## src/rtl/intf_array_reader_pkg.sv

```systemverilog
// Shared types and constants for the round-robin slot reader.
package intf_array_reader_pkg;

    localparam int          DATA_W_DEFAULT = 8;
    localparam int          MAX_PORTS      = 16;
    localparam logic [15:0] BEAT_COUNT_SAT = 16'hFFFF;

    // Wide enough for the largest supported slot count; the top truncates to its own width.
    typedef logic [$clog2(MAX_PORTS)-1:0] slot_idx_t;

endpackage

```

## src/rtl/intf_array_reader_rr_arbiter.sv

```systemverilog
// Round-robin grant: first requester strictly after the pointer, wrapping to 0.
module rr_arbiter #(
    parameter int N     = 4,
    parameter int PTR_W = $clog2(N)
) (
    input  logic [N-1:0]     req,
    input  logic [PTR_W-1:0] ptr,
    output logic [N-1:0]     grant
);

    int   idx;
    logic found;

    always_comb begin
        grant = '0;
        found = 1'b0;
        idx   = 0;
        for (int k = 1; k <= N; k++) begin
            idx = (int'(ptr) + k) % N;
            if (!found && req[idx[PTR_W-1:0]]) begin
                grant[idx[PTR_W-1:0]] = 1'b1;
                found                 = 1'b1;
            end
        end
    end

endmodule

```

## src/rtl/intf_array_reader.sv

```systemverilog
// Serialises N_PORTS valid/ready slots into one registered output stream.
// Optional beat counter enabled by defining INTF_ARRAY_READER_STATS_EN.
module intf_array_reader
    import intf_array_reader_pkg::*;
#(
    parameter int N_PORTS = 4,
    parameter int DATA_W  = DATA_W_DEFAULT
) (
    input  logic                        clk,
    input  logic                        rst_n,
    input  logic [N_PORTS-1:0]          in_valid,
    input  logic [N_PORTS*DATA_W-1:0]   in_data,
    output logic [N_PORTS-1:0]          in_ready,
    output logic                        out_valid,
    output logic [DATA_W-1:0]           out_data,
    output logic [$clog2(N_PORTS)-1:0]  out_port,
    input  logic                        out_ready
`ifdef INTF_ARRAY_READER_STATS_EN
    ,
    output logic [15:0]                 beat_count
`endif
);

    localparam int PW = $clog2(N_PORTS);

    // Handshake: a beat moves on any edge where valid && ready are both high;
    // valid never waits on ready, and a presented out beat stays stable until taken.
    logic              out_valid_q, out_valid_d;
    logic [DATA_W-1:0] out_data_q, out_data_d;
    logic [PW-1:0]     out_port_q, out_port_d;
    logic [PW-1:0]     ptr_q, ptr_d;

    logic [N_PORTS-1:0] grant;
    slot_idx_t          grant_idx;
    logic [DATA_W-1:0]  grant_data;
    logic               out_free;
    logic               slot_xfer;

    rr_arbiter #(
        .N     (N_PORTS),
        .PTR_W (PW)
    ) u_arb (
        .req   (in_valid),
        .ptr   (ptr_q),
        .grant (grant)
    );

    assign out_free  = !out_valid_q || out_ready;
    assign in_ready  = (rst_n && out_free) ? grant : '0;
    assign slot_xfer = |in_ready;

    always_comb begin
        grant_idx  = '0;
        grant_data = '0;
        for (int i = 0; i < N_PORTS; i++) begin
            if (grant[i]) begin
                grant_idx  = slot_idx_t'(i);
                grant_data = in_data[i*DATA_W +: DATA_W];
            end
        end
    end

    always_comb begin
        out_valid_d = out_valid_q;
        out_data_d  = out_data_q;
        out_port_d  = out_port_q;
        ptr_d       = ptr_q;
        if (out_free) begin
            out_valid_d = slot_xfer;
            if (slot_xfer) begin
                out_data_d = grant_data;
                out_port_d = grant_idx[PW-1:0];
                ptr_d      = grant_idx[PW-1:0];
            end
        end
    end

    // Pointer resets to the last slot so slot 0 wins the first arbitration.
    always_ff @(posedge clk or negedge rst_n) begin
        if (!rst_n) begin
            out_valid_q <= 1'b0;
            out_data_q  <= '0;
            out_port_q  <= '0;
            ptr_q       <= PW'(N_PORTS - 1);
        end else begin
            out_valid_q <= out_valid_d;
            out_data_q  <= out_data_d;
            out_port_q  <= out_port_d;
            ptr_q       <= ptr_d;
        end
    end

    assign out_valid = out_valid_q;
    assign out_data  = out_data_q;
    assign out_port  = out_port_q;

`ifdef INTF_ARRAY_READER_STATS_EN
    logic [15:0] beat_count_q, beat_count_d;

    always_comb begin
        beat_count_d = beat_count_q;
        if (out_valid_q && out_ready && beat_count_q != BEAT_COUNT_SAT) begin
            beat_count_d = beat_count_q + 16'd1;
        end
    end

    always_ff @(posedge clk or negedge rst_n) begin
        if (!rst_n) begin
            beat_count_q <= '0;
        end else begin
            beat_count_q <= beat_count_d;
        end
    end

    assign beat_count = beat_count_q;
`endif

endmodule

```

## config.mk

```make
export PLATFORM = sky130hd
export DESIGN_NAME = intf_array_reader
export DESIGN_NICKNAME = d
export VERILOG_FILES = /design/src/rtl/intf_array_reader_pkg.sv /design/src/rtl/intf_array_reader_rr_arbiter.sv /design/src/rtl/intf_array_reader.sv
export SDC_FILE = /design/constraint.sdc
export NUM_CORES = 1
export LEC_CHECK = 0
export ABC_AREA = 1
export BUFFER_PORTS_ARGS = -buffer_cell sky130_fd_sc_hd__buf_4
export CAP_MARGIN = 20
export CELL_PAD_IN_SITES_DETAIL_PLACEMENT = 1
export CELL_PAD_IN_SITES_GLOBAL_PLACEMENT = 2
export CORE_MARGIN = 2
export CORE_UTILIZATION = 26
export DETAILED_ROUTE_END_ITERATION = 16
export GPL_ROUTABILITY_DRIVEN = 0
export PLACE_DENSITY = 0.95
export SLEW_MARGIN = 30
export SYNTH_ARGS = -nofsm -noshare
export SYNTH_HDL_FRONTEND = slang
export SYNTH_SLANG_ARGS = --single-unit
```

## constraint.sdc

```tcl
create_clock -name clk -period 3.5 [get_ports clk]
set_input_delay 0.175 -clock clk [delete_from_list [all_inputs] [get_ports clk]]
set_output_delay 0.175 -clock clk [all_outputs]
set_load 0.02 [all_outputs]
```

# == Word level (Yosys, flattened, before mapping) ==
# Cells that the tools add are included.
# word_totals
reg_bits,13
input_bits,39
output_inout_bits,15
# op_classes
n_addsub,4
magnitude_cmp,8
n_mux,31
bitwise,3
n_reduce_logical,15
# op_table
cell,count
2-to-1 mux 8 bit,4
2-to-1 mux 4 bit,5
"< comparator 2 x 3 -> 1 bit, second input constant",4
2-to-1 mux 1 bit,12
OR 4 bit,3
binary-select mux 1 bit (select 2 bit),4
demux 1 bit (select 2 bit),4
"greater-or-equal comparator 2 x 1 -> 1 bit, second input constant",4
logical AND 1 bit,8
"adder 2 x 1 -> 2 bit, second input constant",2
"adder 2 bit, second input constant",2
zero test 1 bit,4
2-to-1 mux 2 bit,2
OR reduction 4 bit,1
AND reduction 2 bit,1
logical OR 1 bit,1

# == Logic depth before layout (Yosys ltp) ==
# logic_depth
ltp_word,17
ltp_mapped,16
depth_no_buf,15

# == Hierarchy ==
# From an unflattened synthesis, not the netlist that was laid out.
# unflattened
hier_cells,224
hier_area_um2,1387.6
# by_module_without_submodules
module,n_inst,cells_each,area_per_inst_um2,seq_area_each_um2
intf_array_reader,1,149,965.9,327.8
rr_arbiter,1,75,421.7,0.0

# == Worst setup path after synthesis ==
# Ideal clock, no wire load.
# synth_path
kind,register to register
start,reg ptr_q[0]
end,"reg out_port_q[0], in the netlist out_port[0]"
setup_ns,0.117
arrival_ns,2.180
required_time_ns,3.383
path_slack_ns,1.202
stages_incl_launch_ff,16
path_buffers,1
synth_period_minus_slack_ns,2.298
cell_sequence,dfstp_2 -> inv_2 -> ha_1 -> inv_1 -> nand3_2 -> nand2_4 -> nand2_4 -> nor2_8 -> nand2_2 -> nand3_4 -> nand2_2 -> nand2_2 -> nor2_2 -> buf_2 -> nand2_1 -> nand2_1
# synth_between
elab_chain_len,16
elab_cells_between_ends,54
cone_classes,4 x add/sub; 8 x order compare; 27 x mux; 3 x bitwise; 12 x reduce/logical
# synth_rtl
item,line,rtl
"start, declared",intf_array_reader.sv:31,"logic [PW-1:0] ptr_q, ptr_d;"
"start signal, assigned",intf_array_reader.sv:84,ptr_q <= PW'(N_PORTS - 1);
"start signal, assigned",intf_array_reader.sv:89,ptr_q <= ptr_d;
branches (longest 12 deep; another with < comparator 2 x 3 -> 1 bit),-,
2-to-1 mux 4 bit *,intf_array_reader_rr_arbiter.sv:20,if (!found && req[idx[PTR_W-1:0]]) begin
2-to-1 mux 4 bit / 2-to-1 mux 1 bit (equally long branches),"intf_array_reader.sv:49, intf_array_reader.sv:56",
OR reduction 4 bit / 2-to-1 mux 2 bit (equally long branches),"intf_array_reader.sv:50, intf_array_reader.sv:56",
AND reduction 2 bit (no line) / 2-to-1 mux 2 bit (equally long branches),-,
"end signal, assigned",intf_array_reader.sv:88,out_port_q <= out_port_d;
"end, declared",intf_array_reader.sv:30,"logic [PW-1:0] out_port_q, out_port_d;"
# Every way passes the cells marked *. The select of a mux whose other input is x is not followed.
# A chain may end at the register's enable or synchronous reset.

# == Final worst setup path ==
# layout_path
start,reg ptr_q[0]
end,"reg out_data_q[2], in the netlist out_data[2]"
# layout_between
elab_chain_len,17
elab_cells_between_ends,55
cone_classes,4 x add/sub; 8 x order compare; 28 x mux; 3 x bitwise; 12 x reduce/logical
# layout_rtl
item,line,rtl
branches (longest 12 deep; another with < comparator 2 x 3 -> 1 bit),-,
2-to-1 mux 4 bit *,intf_array_reader_rr_arbiter.sv:20,
2-to-1 mux 8 bit (4 in a row),intf_array_reader.sv:56,if (grant[i]) begin
"end signal, assigned",intf_array_reader.sv:87,out_data_q <= out_data_d;
"end, declared",intf_array_reader.sv:29,"logic [DATA_W-1:0] out_data_q, out_data_d;"
# Marks and branches as above.

==> summary.md <==
| Metric | Value |
|---|---|
| CTS tree | built |
| Critical Path Start Type | flop |
| DR pass1 iterations | 4 |
| Actual slew at the worst max-slew pin | 469 ps |
| Synthesis-to-finish area growth | 39.9% |
| Resized cells post-CTS | 0 |
| Share of the clock period used by the worst path | 84.7% |
| Clock period minus final worst setup slack | 2970 ps |
| Final Max Slew Viols | 0 |
| Sequential fraction of the synthesis area | about 25% |
| Die area | 5600 um^2 |
| Clock transition at path regs | 50 ps |
| Root Buffer | clkbuf_8 |
| Critical path arrival | roughly 3200 ps |
| Net switching fraction of the power | a little under three fifths |
| Sequential cell fraction of total power | 14.1% |
| Nets@finish | 304 |
| # fillers | 632 |
| Diodes inserted | 0 |
| Max_cap viols | 0 |
| Pleak | approximately 1.0 nW |
| Outcome | completed |
| HP Start | out_ready |
| Setup TNS | 0 ps |
| Netlist Area Pre-Place | 1300 um^2 |
| Peak Freq | between 0.3 and 0.4 GHz |
| Post-CTS Hold Buffers | 1 |
| Endpoint of the worst hold-timing path | out_valid$_DFFE_PN0N_ |
| Worst skew pair latency | roughly 240 ps |
| Setup Viol. Count Final | 0 |
| Die width | 74.8 um |
| Port Buffers | 53 |
| Yosys Warn Count | 0 |
| Total CTS buffers | 3 |
| First-pass GRT wire length | 6710 um |
| Post-route ant nets | 0 |
| Syn Nets | 247 |
| Antenna violations before repair | 0 |
| Power Density | 1190 nW/um^2 |
| Vias in the first global route | 1417 |
| Simple-gate area share of the yosys netlist | between 50 and 60% |
| Switching power | between 1 and 1.5 mW |
| Crit Path Class | reg2reg |
| Combinational cell fraction of total power | 79.8% |
| Vias | 1435 |
| H-Tree Level Count | 1 |
| Skew final | 0.375 ps |
| Post-Synth XOR/XNOR Area | 0% |
| Fin. Hold Viols | 0 |
| Die H | 74.8 um |
| Residual DRC | 0 |
| Int Pwr | 0.928 mW |
| Adder-cell share of the synthesized area | 7.68% |
| Total gr overflow | 0 |
| Pin count of the biggest net entering global routing | 21 |
| Peak VDD IR | 0.000360 V |
| Via/cell ratio | ~4.4 |
| Compound-Gate Fraction of Synth Area | 4.61% |
| Worst reg2reg setup slack | 530 ps |
| Flops & latches, synth | 13 |
| CP Capture Type | flop |
| Proportion of layout cells with a drive suffix above 1 | 31.6% |
| Reg-to-Reg Start | ptr_q[0]$_DFFE_PN1P_ |
| Post-synth cell types | 25 |
| Mux contribution to synthesized area | 0% |
| Routed len/inst | 13.0 um |
| HP Class | in2reg |
| Slew margin rel. | approximately 69% |
| Main combinational cell family by area after synthesis | simple AND/OR/NAND/NOR gates |
| Deepest clock path buffer count | 2 |
| R2R cell count | 16 |
| Max Fanout on Critical Path | 20 |
| # placed instances | 318 |
| Finished Layout Cells | about 320 |
| CP Data Required Time | 3680 ps |
| Setup Fix Bufs, Post-CTS | 0 |
| Dpl hpwl | 3390 um |
| # clock sinks | 13 |
| Gate Count Post-Synth | 200 |
| Reg area | 328 um^2 |
| Overall Global Routing Usage | 15.7% |
| Starting Density | 27.2% |
| RSZ-0062 raised after global routing | false |
| Average size of a mapped cell | 6.52 um^2 |
| Clock share of power | 6.2% |
| Total Wirelength | 4200 um |
| DRT iter0 DRCs | 65 |
| Hold depth | 2 |
| Core ar. | around 4800 um^2 |
| Multi-input gate area | 866 um^2 |
| Worst R2R End | out_data[2]$_DFFE_PN0P_ |
| FP Rows | 25 |
| Num ports | 54 |
power groups by stage:
stage	combinational (mW)	clock, mW	sequential, mW
2_1_floorplan	1.23	0	0.365
3_3_place_gp	1.70	0	0.306
3_5_place_dp	1.73	0	0.309
4_1_cts	1.75	0.139	0.308
5_1_grt	1.98	0.149	0.319
6_report	1.73	0.135	0.306
worst max path at each step:
stage	cells past startpoint	start	endpoint	slack [ps]
2_1_floorplan	15	ptr_q[0]$_DFFE_PN1P_	out_port[0]$_DFFE_PN0P_	1200
3_3_place_gp	16	ptr_q[0]$_DFFE_PN1P_	out_data[2]$_DFFE_PN0P_	640
3_5_place_dp	16	ptr_q[0]$_DFFE_PN1P_	ptr_q[0]$_DFFE_PN1P_	560
4_1_cts	12	ptr_q[0]$_DFFE_PN1P_	in_ready[1]	510
5_1_grt	16	ptr_q[0]$_DFFE_PN1P_	out_data[1]$_DFFE_PN0P_	220
6_report	16	ptr_q[0]$_DFFE_PN1P_	out_data[2]$_DFFE_PN0P_	530
synth_stat cells, drive strengths merged:
cell / number / area share (%)
nand2: 73 / 23
nand3: 39 / 17
inv: 20 / 5.8
nor2: 20 / 7.8
dfrtp: 11 / 21
a21oi: 8 / 3.1
and2: 8 / 3.8
ha: 8 / 7.7
buf: 4 / 2.4
o21ai: 4 / 1.5
dfstp: 2 / 4.0
nand3b: 2 / 2.1
clkinv: 1 / 0.29
cell usage in the layout, fill, tap and decap left out, types with 2 or more instances in the layout:
cell,Yosys,routed
nand2_1,65,65
buf_4,2,55
nand3_1,35,35
nor2_1,17,17
inv_1,15,15
dfrtp_1,11,11
and2_1,8,8
a21oi_1,8,8
ha_1,8,8
nand2_2,6,6
inv_2,5,5
nand3_2,3,3
o21ai_0,3,3
clkbuf_8,0,3
nand2_4,2,2
dfstp_2,2,2
sequential cells by signal, indices dropped and copies added (netlist names):
register,flops
out_valid,1
ptr_q,2
out_data,8
out_port,2
critical path: stages, from the launching register on:
cell      delay [ps]
dfstp_2          650
inv_2            150
ha_1             360
inv_1            100
nand3_2          150
nand2_4          130
nand2_4           80
nor2_8           130
nand2_1           60
nand3b_1         350
nand2_1          120
nand2_1          120
nor2_2            30
buf_4            190
nor2_1           100
nand2_1           80
nand2_1           70
metrics by stage:
| step | instance area, um^2 | power, mW | worst slack, ps | hold slack [ps] | utilization (%) |
|---|---|---|---|---|---|
| detailed placement | 1770 | 2.04 | 556 | 31.8 | 37.0 |
| global route | 1820 | 2.44 | 218 | 119 | 38.1 |
| finish | 1820 | 2.17 | 534 | 110 | 38.1 |
| global placement | 1770 | 2.01 | 642 | 32.1 | 37.0 |
| floorplan | 1300 | 1.60 | 1200 | -121 | - |
| CTS | 1820 | 2.20 | 510 | 107 | 38.1 |
metal layers:
layer	vias to the layer above	part of all wire (%)	track usage [%]	wire length [um]
li1	746	-	-	-
met1	662	49	22.8	2070
met2	23	47	24.9	1980
met3	4	2.3	0.535	97
met4	0	1.2	5.36	50
met5	-	0	0	0
cells by family after synthesis:
family / after synthesis
adder cells (fa/ha/maj): 8
flip-flops: 13
buffers and inverters: 25
AND/OR/NAND/NOR: 142
AO/OA/AOI/OAI: 12
layout make-up:
cell class              instances  area share (%)
clock buffers                   4            2.47
inverters                      21            4.32
well taps                      67            4.60
repair buffers                 56            23.2
multi-input cells             162            47.5
flip-flops and latches         13            18.0
Power figures use the tool's default switching activity.
